--- src/rtl/uart_tx_mmio.sv ---
// rtl/uart_tx_mmio.sv - memory-mapped UART transmitter with a byte FIFO and programmable baud divisor.
// Define UART_TX_PARITY_EN to add an even-parity bit between the data bits and the stop bit.
module uart_tx_mmio #(
    parameter int          FIFO_DEPTH = 8,
    parameter logic [15:0] DIV_RESET  = 16'd868
) (
    input  logic        clk,
    input  logic        rst_n,
    input  logic        ram_ce,
    input  logic        ram_wr_en,
    input  logic [31:0] ram_addr,
    input  logic [3:0]  ram_addr_sel,
    input  logic [31:0] ram_wr_data,
    output logic [31:0] ram_data_in,
    output logic        uart_txd,
    output logic        tx_irq
);

    localparam int PW = (FIFO_DEPTH > 1) ? $clog2(FIFO_DEPTH) : 1;
    localparam int CW = PW + 1;

    typedef enum logic [2:0] {
        IDLE,
        START,
        DATA,
`ifdef UART_TX_PARITY_EN
        PARITY,
`endif
        STOP
    } state_t;

    state_t state_q, state_d;

    logic [7:0]    mem [FIFO_DEPTH];
    logic [PW-1:0] wr_ptr, rd_ptr;
    logic [CW-1:0] count;
    logic          full, empty;

    logic [15:0]   div;
    logic [15:0]   cnt;
    logic [15:0]   reload;
    logic          bit_end;
    logic [2:0]    bit_idx;
    logic [7:0]    shreg;
    logic          ovf;
    logic          pop;

`ifdef UART_TX_PARITY_EN
    logic          par;
`endif

    logic [1:0]    addr;
    logic          push_req, push_ok, baud_wr, status_rd;
    logic          unused_ok;

    assign unused_ok = ^{ram_addr[31:4], ram_addr[1:0], ram_wr_data[31:16]};

    assign addr      = ram_addr[3:2];
    assign full      = (count == CW'(FIFO_DEPTH));
    assign empty     = (count == '0);
    assign push_req  = ram_ce & ram_wr_en & (addr == 2'd0) & ram_addr_sel[0];
    // A push into a full FIFO is still accepted when a pop frees a slot on the same edge.
    assign push_ok   = push_req & (~full | pop);
    assign baud_wr   = ram_ce & ram_wr_en & (addr == 2'd2);
    assign status_rd = ram_ce & ~ram_wr_en & (addr == 2'd1);

    // A divisor of zero behaves like one cycle per bit.
    assign reload  = (div == 16'd0) ? 16'd0 : div - 16'd1;
    assign bit_end = (cnt == 16'd0);
    assign tx_irq  = empty & (state_q == IDLE);

    always_comb begin
        state_d = state_q;
        pop     = 1'b0;
        case (state_q)
            IDLE: begin
                if (!empty) begin
                    state_d = START;
                    pop     = 1'b1;
                end
            end
            START: if (bit_end) state_d = DATA;
            DATA: begin
                if (bit_end && bit_idx == 3'd7) begin
`ifdef UART_TX_PARITY_EN
                    state_d = PARITY;
`else
                    state_d = STOP;
`endif
                end
            end
`ifdef UART_TX_PARITY_EN
            PARITY: if (bit_end) state_d = STOP;
`endif
            STOP: begin
                if (bit_end) begin
                    if (!empty) begin
                        state_d = START;
                        pop     = 1'b1;
                    end else begin
                        state_d = IDLE;
                    end
                end
            end
            default: state_d = IDLE;
        endcase
    end

    always_comb begin
        uart_txd = 1'b1;
        case (state_q)
            START:   uart_txd = 1'b0;
            DATA:    uart_txd = shreg[0];
`ifdef UART_TX_PARITY_EN
            PARITY:  uart_txd = par;
`endif
            default: uart_txd = 1'b1;
        endcase
    end

    // rst_n is an active-high reset in this block.
    always_ff @(posedge clk) begin
        if (rst_n) state_q <= IDLE;
        else       state_q <= state_d;
    end

    always_ff @(posedge clk) begin
        if (push_ok) mem[wr_ptr] <= ram_wr_data[7:0];
    end

    always_ff @(posedge clk) begin
        if (rst_n) begin
            wr_ptr <= '0;
            rd_ptr <= '0;
            count  <= '0;
            ovf    <= 1'b0;
            div    <= DIV_RESET;
        end else begin
            if (push_ok) wr_ptr <= wr_ptr + PW'(1);
            if (pop)     rd_ptr <= rd_ptr + PW'(1);
            case ({push_ok, pop})
                2'b10:   count <= count + CW'(1);
                2'b01:   count <= count - CW'(1);
                default: count <= count;
            endcase
            if (push_req && !push_ok) ovf <= 1'b1;
            else if (status_rd)       ovf <= 1'b0;
            if (baud_wr && ram_addr_sel[0]) div[7:0]  <= ram_wr_data[7:0];
            if (baud_wr && ram_addr_sel[1]) div[15:8] <= ram_wr_data[15:8];
        end
    end

    // Bit timing: the counter reloads on every boundary, so divisor changes land on the next bit.
    always_ff @(posedge clk) begin
        if (rst_n) begin
            cnt     <= 16'd0;
            bit_idx <= 3'd0;
            shreg   <= 8'd0;
`ifdef UART_TX_PARITY_EN
            par     <= 1'b0;
`endif
        end else if (pop) begin
            cnt     <= reload;
            bit_idx <= 3'd0;
            shreg   <= mem[rd_ptr];
`ifdef UART_TX_PARITY_EN
            par     <= ^mem[rd_ptr];
`endif
        end else if (state_q != IDLE) begin
            if (bit_end) begin
                cnt <= reload;
                if (state_q == DATA) begin
                    shreg   <= {1'b0, shreg[7:1]};
                    bit_idx <= bit_idx + 3'd1;
                end
            end else begin
                cnt <= cnt - 16'd1;
            end
        end
    end

    always_comb begin
        ram_data_in = 32'd0;
        if (!rst_n && ram_ce && !ram_wr_en) begin
            case (addr)
                2'd1:    ram_data_in = {28'd0, ovf, (state_q != IDLE), empty, full};
                2'd2:    ram_data_in = {16'd0, div};
                default: ram_data_in = 32'd0;
            endcase
        end
    end

endmodule

--- config.mk ---
export PLATFORM = sky130hd
export DESIGN_NAME = uart_tx_mmio
export DESIGN_NICKNAME = d
export VERILOG_FILES = /design/src/rtl/uart_tx_mmio.sv
export SDC_FILE = /design/constraint.sdc
export NUM_CORES = 1
export LEC_CHECK = 0
export CORE_ASPECT_RATIO = 1.5
export CORE_UTILIZATION = 57
export DETAILED_ROUTE_END_ITERATION = 10
export PLACE_DENSITY = 0.89
export SKIP_CTS_REPAIR_TIMING = 1
export SLEW_MARGIN = 40
export SYNTH_ARGS = -nofsm -noshare
export SYNTH_HDL_FRONTEND = slang
export SYNTH_SLANG_ARGS = --single-unit
--- constraint.sdc ---
create_clock -name clk -period 7.57 [get_ports clk]
set_input_delay 1.514 -clock clk [delete_from_list [all_inputs] [get_ports clk]]
set_output_delay 1.514 -clock clk [all_outputs]
set_load 0.05 [all_outputs]
==> results.toml <==
[yosys]
synthFlopType = "edfxtp_1"
yosysSeqAreaShare_pct = 50.35
synth.avg_cell_area_um2 = 10.68
synth_warnings = 0
netlist_instances = 577
yosysUniqueCellTypes = 61
syn_area_mm2 = 0.006163
synth-edff-count = 64
synthArstFlopShare_pct = 0
ys_ff_latch = 123

[worst_setup_path]
cp_data_required_time_ns = 6.06
path_common_cell = "clkdlybuf4s50_1"
endpoint_kind = "output pin"
max_stage_delay_ns = 0.80
crit_family = "buffers and inverters"
cp-start-kind = "primary input"
criticalPathCategory = "in2out"
cp_num_buf_inv = 4
path_max_fanout = 12
cp_slowest_cell = "clkdlybuf4s50_1"
worstPathArrival_ns = 3.95
worstPathCellList = "clkdlybuf4s50_1 > inv_1 > ha_1 > buf_4 > nor4bb_4 > and2_2 > clkdlybuf4s50_1"

[detailed_routing]
ant_nets = 0
routed_wl_mm = 14.82
drt-pass1-iter-count = 6
vias = 4933
drc = 0
drt_iter0_drc = 439
via_per_inst = 6.406
routedWlPerCell_um = 19.24

[clocking]
cts_made_buffers = 17
htreeDepth = 4
root_buffer = "clkbuf_16"
clk_pin_slew_ns = 0.05
worstSkewPairLatency_ns = 0.42
cts_tree = "built"
cts_buffer_depth = 2
cts_sinks = 123

[outcome]
status = "completed"

[layout]
final_cell_mix = "64 x edfxtp_1, 59 x dfxtp_1, 54 x nand2_1, 40 x clkdlybuf4s50_1, 31 x a21oi_1"
drive_gt1_share_pct = 12.94
stdcell_count = 770
layout.nets = 700
syn2layout_area_growth_pct = 18.37
layout_commonest_cell = "edfxtp_1"
n_antenna_cell = 0

[global_route]
grt_overflow_total = 0
grt_start_max_net_pins = 41
grt_pass1_wl_mm = 23.87
grt_util_all_layers_pct = 28.37
antenna_found_initial = 0
grt_pass1_vias = 4953

[job]
cap_viol_max_count = 0

[timing]
fin_crit_ns = 5.461
final.period_utilization_pct = 72.14
fin_tns_setup_ns = 0
hold_viol = 0
fmax_mhz = 183.1
rsz0062_at_grt = "no"
report.final.setup_viol = 0
drv_slew = 0
worst_pin_slew_ns = 0.8656
slew_headroom_pct = 41.81
clock_skew_ns = 0.006284

[floorplan]
dieArea_mm2 = 0.01124
die_y_um = 129.4
floorplan.initialDensity_pct = 58.52
die_w_um = 86.91
core_mm2 = 0.01053
pin_count = 106
num_rows = 46

[placement]
dp.cells = 738
dp_hpwl_mm = 10.00
portBuffers = 41
gp_congestion = 0.8924

[power_and_ir_drop]
powerDensity_mw_per_mm2 = 346.8
ir_drop_v = 0.0003064
p_total_mw = 2.530
power.leakage_nw = 2.498

[hold_path]
hold_path.class = "reg2reg"
==> final timing paths <==
check / startpoint / endpoint / slack [ns] / depth (start not counted)
max: ram_addr[2] / ram_data_in[7] / 2.11 / 7
min: shreg[7]$_SDFFE_PP0P_ / shreg[7]$_SDFFE_PP0P_ / 0.49 / 2
max reg2reg: cnt[0]$_SDFFE_PP0P_ / mem[6][6]$_DFFE_PP_ / 3.69 / 7
min reg2reg: shreg[7]$_SDFFE_PP0P_ / shreg[7]$_SDFFE_PP0P_ / 0.49 / 2
==> metal layers <==
metal  track usage [%]  vias to the layer above  wire (µm)
met5            0.4545                        -          0
met4             17.45                        0        596
met3             7.452                       65        999
met2             49.47                      264       7895
met1             30.32                     2372       5326
li1                  -                     2232          -
==> synth_stat cells (3+ instances only) <==
cell | number | area [µm²]
o21ai_0 | 19 | 95.09
buf_2 | 8 | 40.04
nor4_1 | 17 | 106.4
nand4_1 | 7 | 43.79
edfxtp_1 | 64 | 1922
mux2i_1 | 14 | 140.1
nor4b_1 | 4 | 35.03
nor2b_1 | 10 | 62.56
nand4b_1 | 3 | 26.28
or4_1 | 6 | 45.04
or3_1 | 6 | 37.54
and2_1 | 13 | 81.33
a21oi_1 | 32 | 160.2
nand2_1 | 54 | 202.7
a22oi_1 | 4 | 30.03
dfxtp_1 | 59 | 1181
xor2_1 | 6 | 52.55
ha_1 | 15 | 187.7
nor3_1 | 25 | 125.1
o21a_1 | 3 | 22.52
inv_1 | 16 | 60.06
and4_1 | 4 | 35.03
nand3b_1 | 5 | 37.54
and3_1 | 4 | 25.02
a31oi_1 | 5 | 31.28
clkbuf_1 | 26 | 97.59
o211ai_1 | 4 | 30.03
buf_4 | 17 | 127.6
xnor2_1 | 5 | 43.79
nor2_1 | 24 | 90.09
a21o_1 | 3 | 22.52
nand3_1 | 13 | 65.06
mux2_2 | 3 | 33.78
a211oi_1 | 25 | 187.7
nand2b_1 | 4 | 25.02
mux4_2 | 16 | 360.4
a311oi_1 | 3 | 26.28
==> state kept, by name, summed over array words and instances, names as in the netlist, named ones only <==
register,count
shreg,8
rd_ptr,3
state_q,2
bit_idx,3
cnt,16
count,4
div,16
ovf,1
mem,64
wr_ptr,3
==> layout make-up <==
cell class / instances / area [µm²]
fillers: 732 / 3237
repair buffers: 54 / 503.0
clock inverters: 13 / 192.7
clock buffers: 19 / 442.9
multi-input cells: 401 / 2814
flip-flops and latches: 123 / 3103
well taps: 144 / 180.2
inverters: 16 / 60.06
==> where the power goes <==
group	internal [mW]	total [mW]	switching, mW
clock	0.562	0.864	0.302
sequential	0.753	0.808	0.0549
combinational	0.316	0.858	0.542
total	1.63	2.53	0.898
==> worst register-to-register path, delay by kind of cell (launching register included) <==
family          cells  cell delay [ns]
simple gates        4             2.40
fa+ha+maj           1             0.33
compound gates      1             0.36
flops               1             0.34
buf+inv             1             0.07
==> stage by stage <==
stage	util [%]	setup slack [ns]	cell area (µm²)	hold WS (ns)
floorplan	-	3.084	6220	0.4541
global placement	62.97	1.649	6633	0.4688
detailed placement	63.03	1.918	6639	0.4846
CTS	69.07	1.911	7274	0.4945
global route	69.27	2.019	7296	0.5321
finish	69.27	2.109	7296	0.4950
==> kinds of logic after synthesis <==
kind of cell             Yosys count  synth area share, %
AO/OA/AOI/OAI                    114                11.94
XOR/XNOR                          11                1.563
adder cells (fa/ha/maj)           15                3.045
buffers and inverters             68                5.359
flip-flops                       123                50.35
multiplexers                      33                8.668
other                              1              0.06084
AND/OR/NAND/NOR                  212                19.02
(Power assumes the default switching activity.)
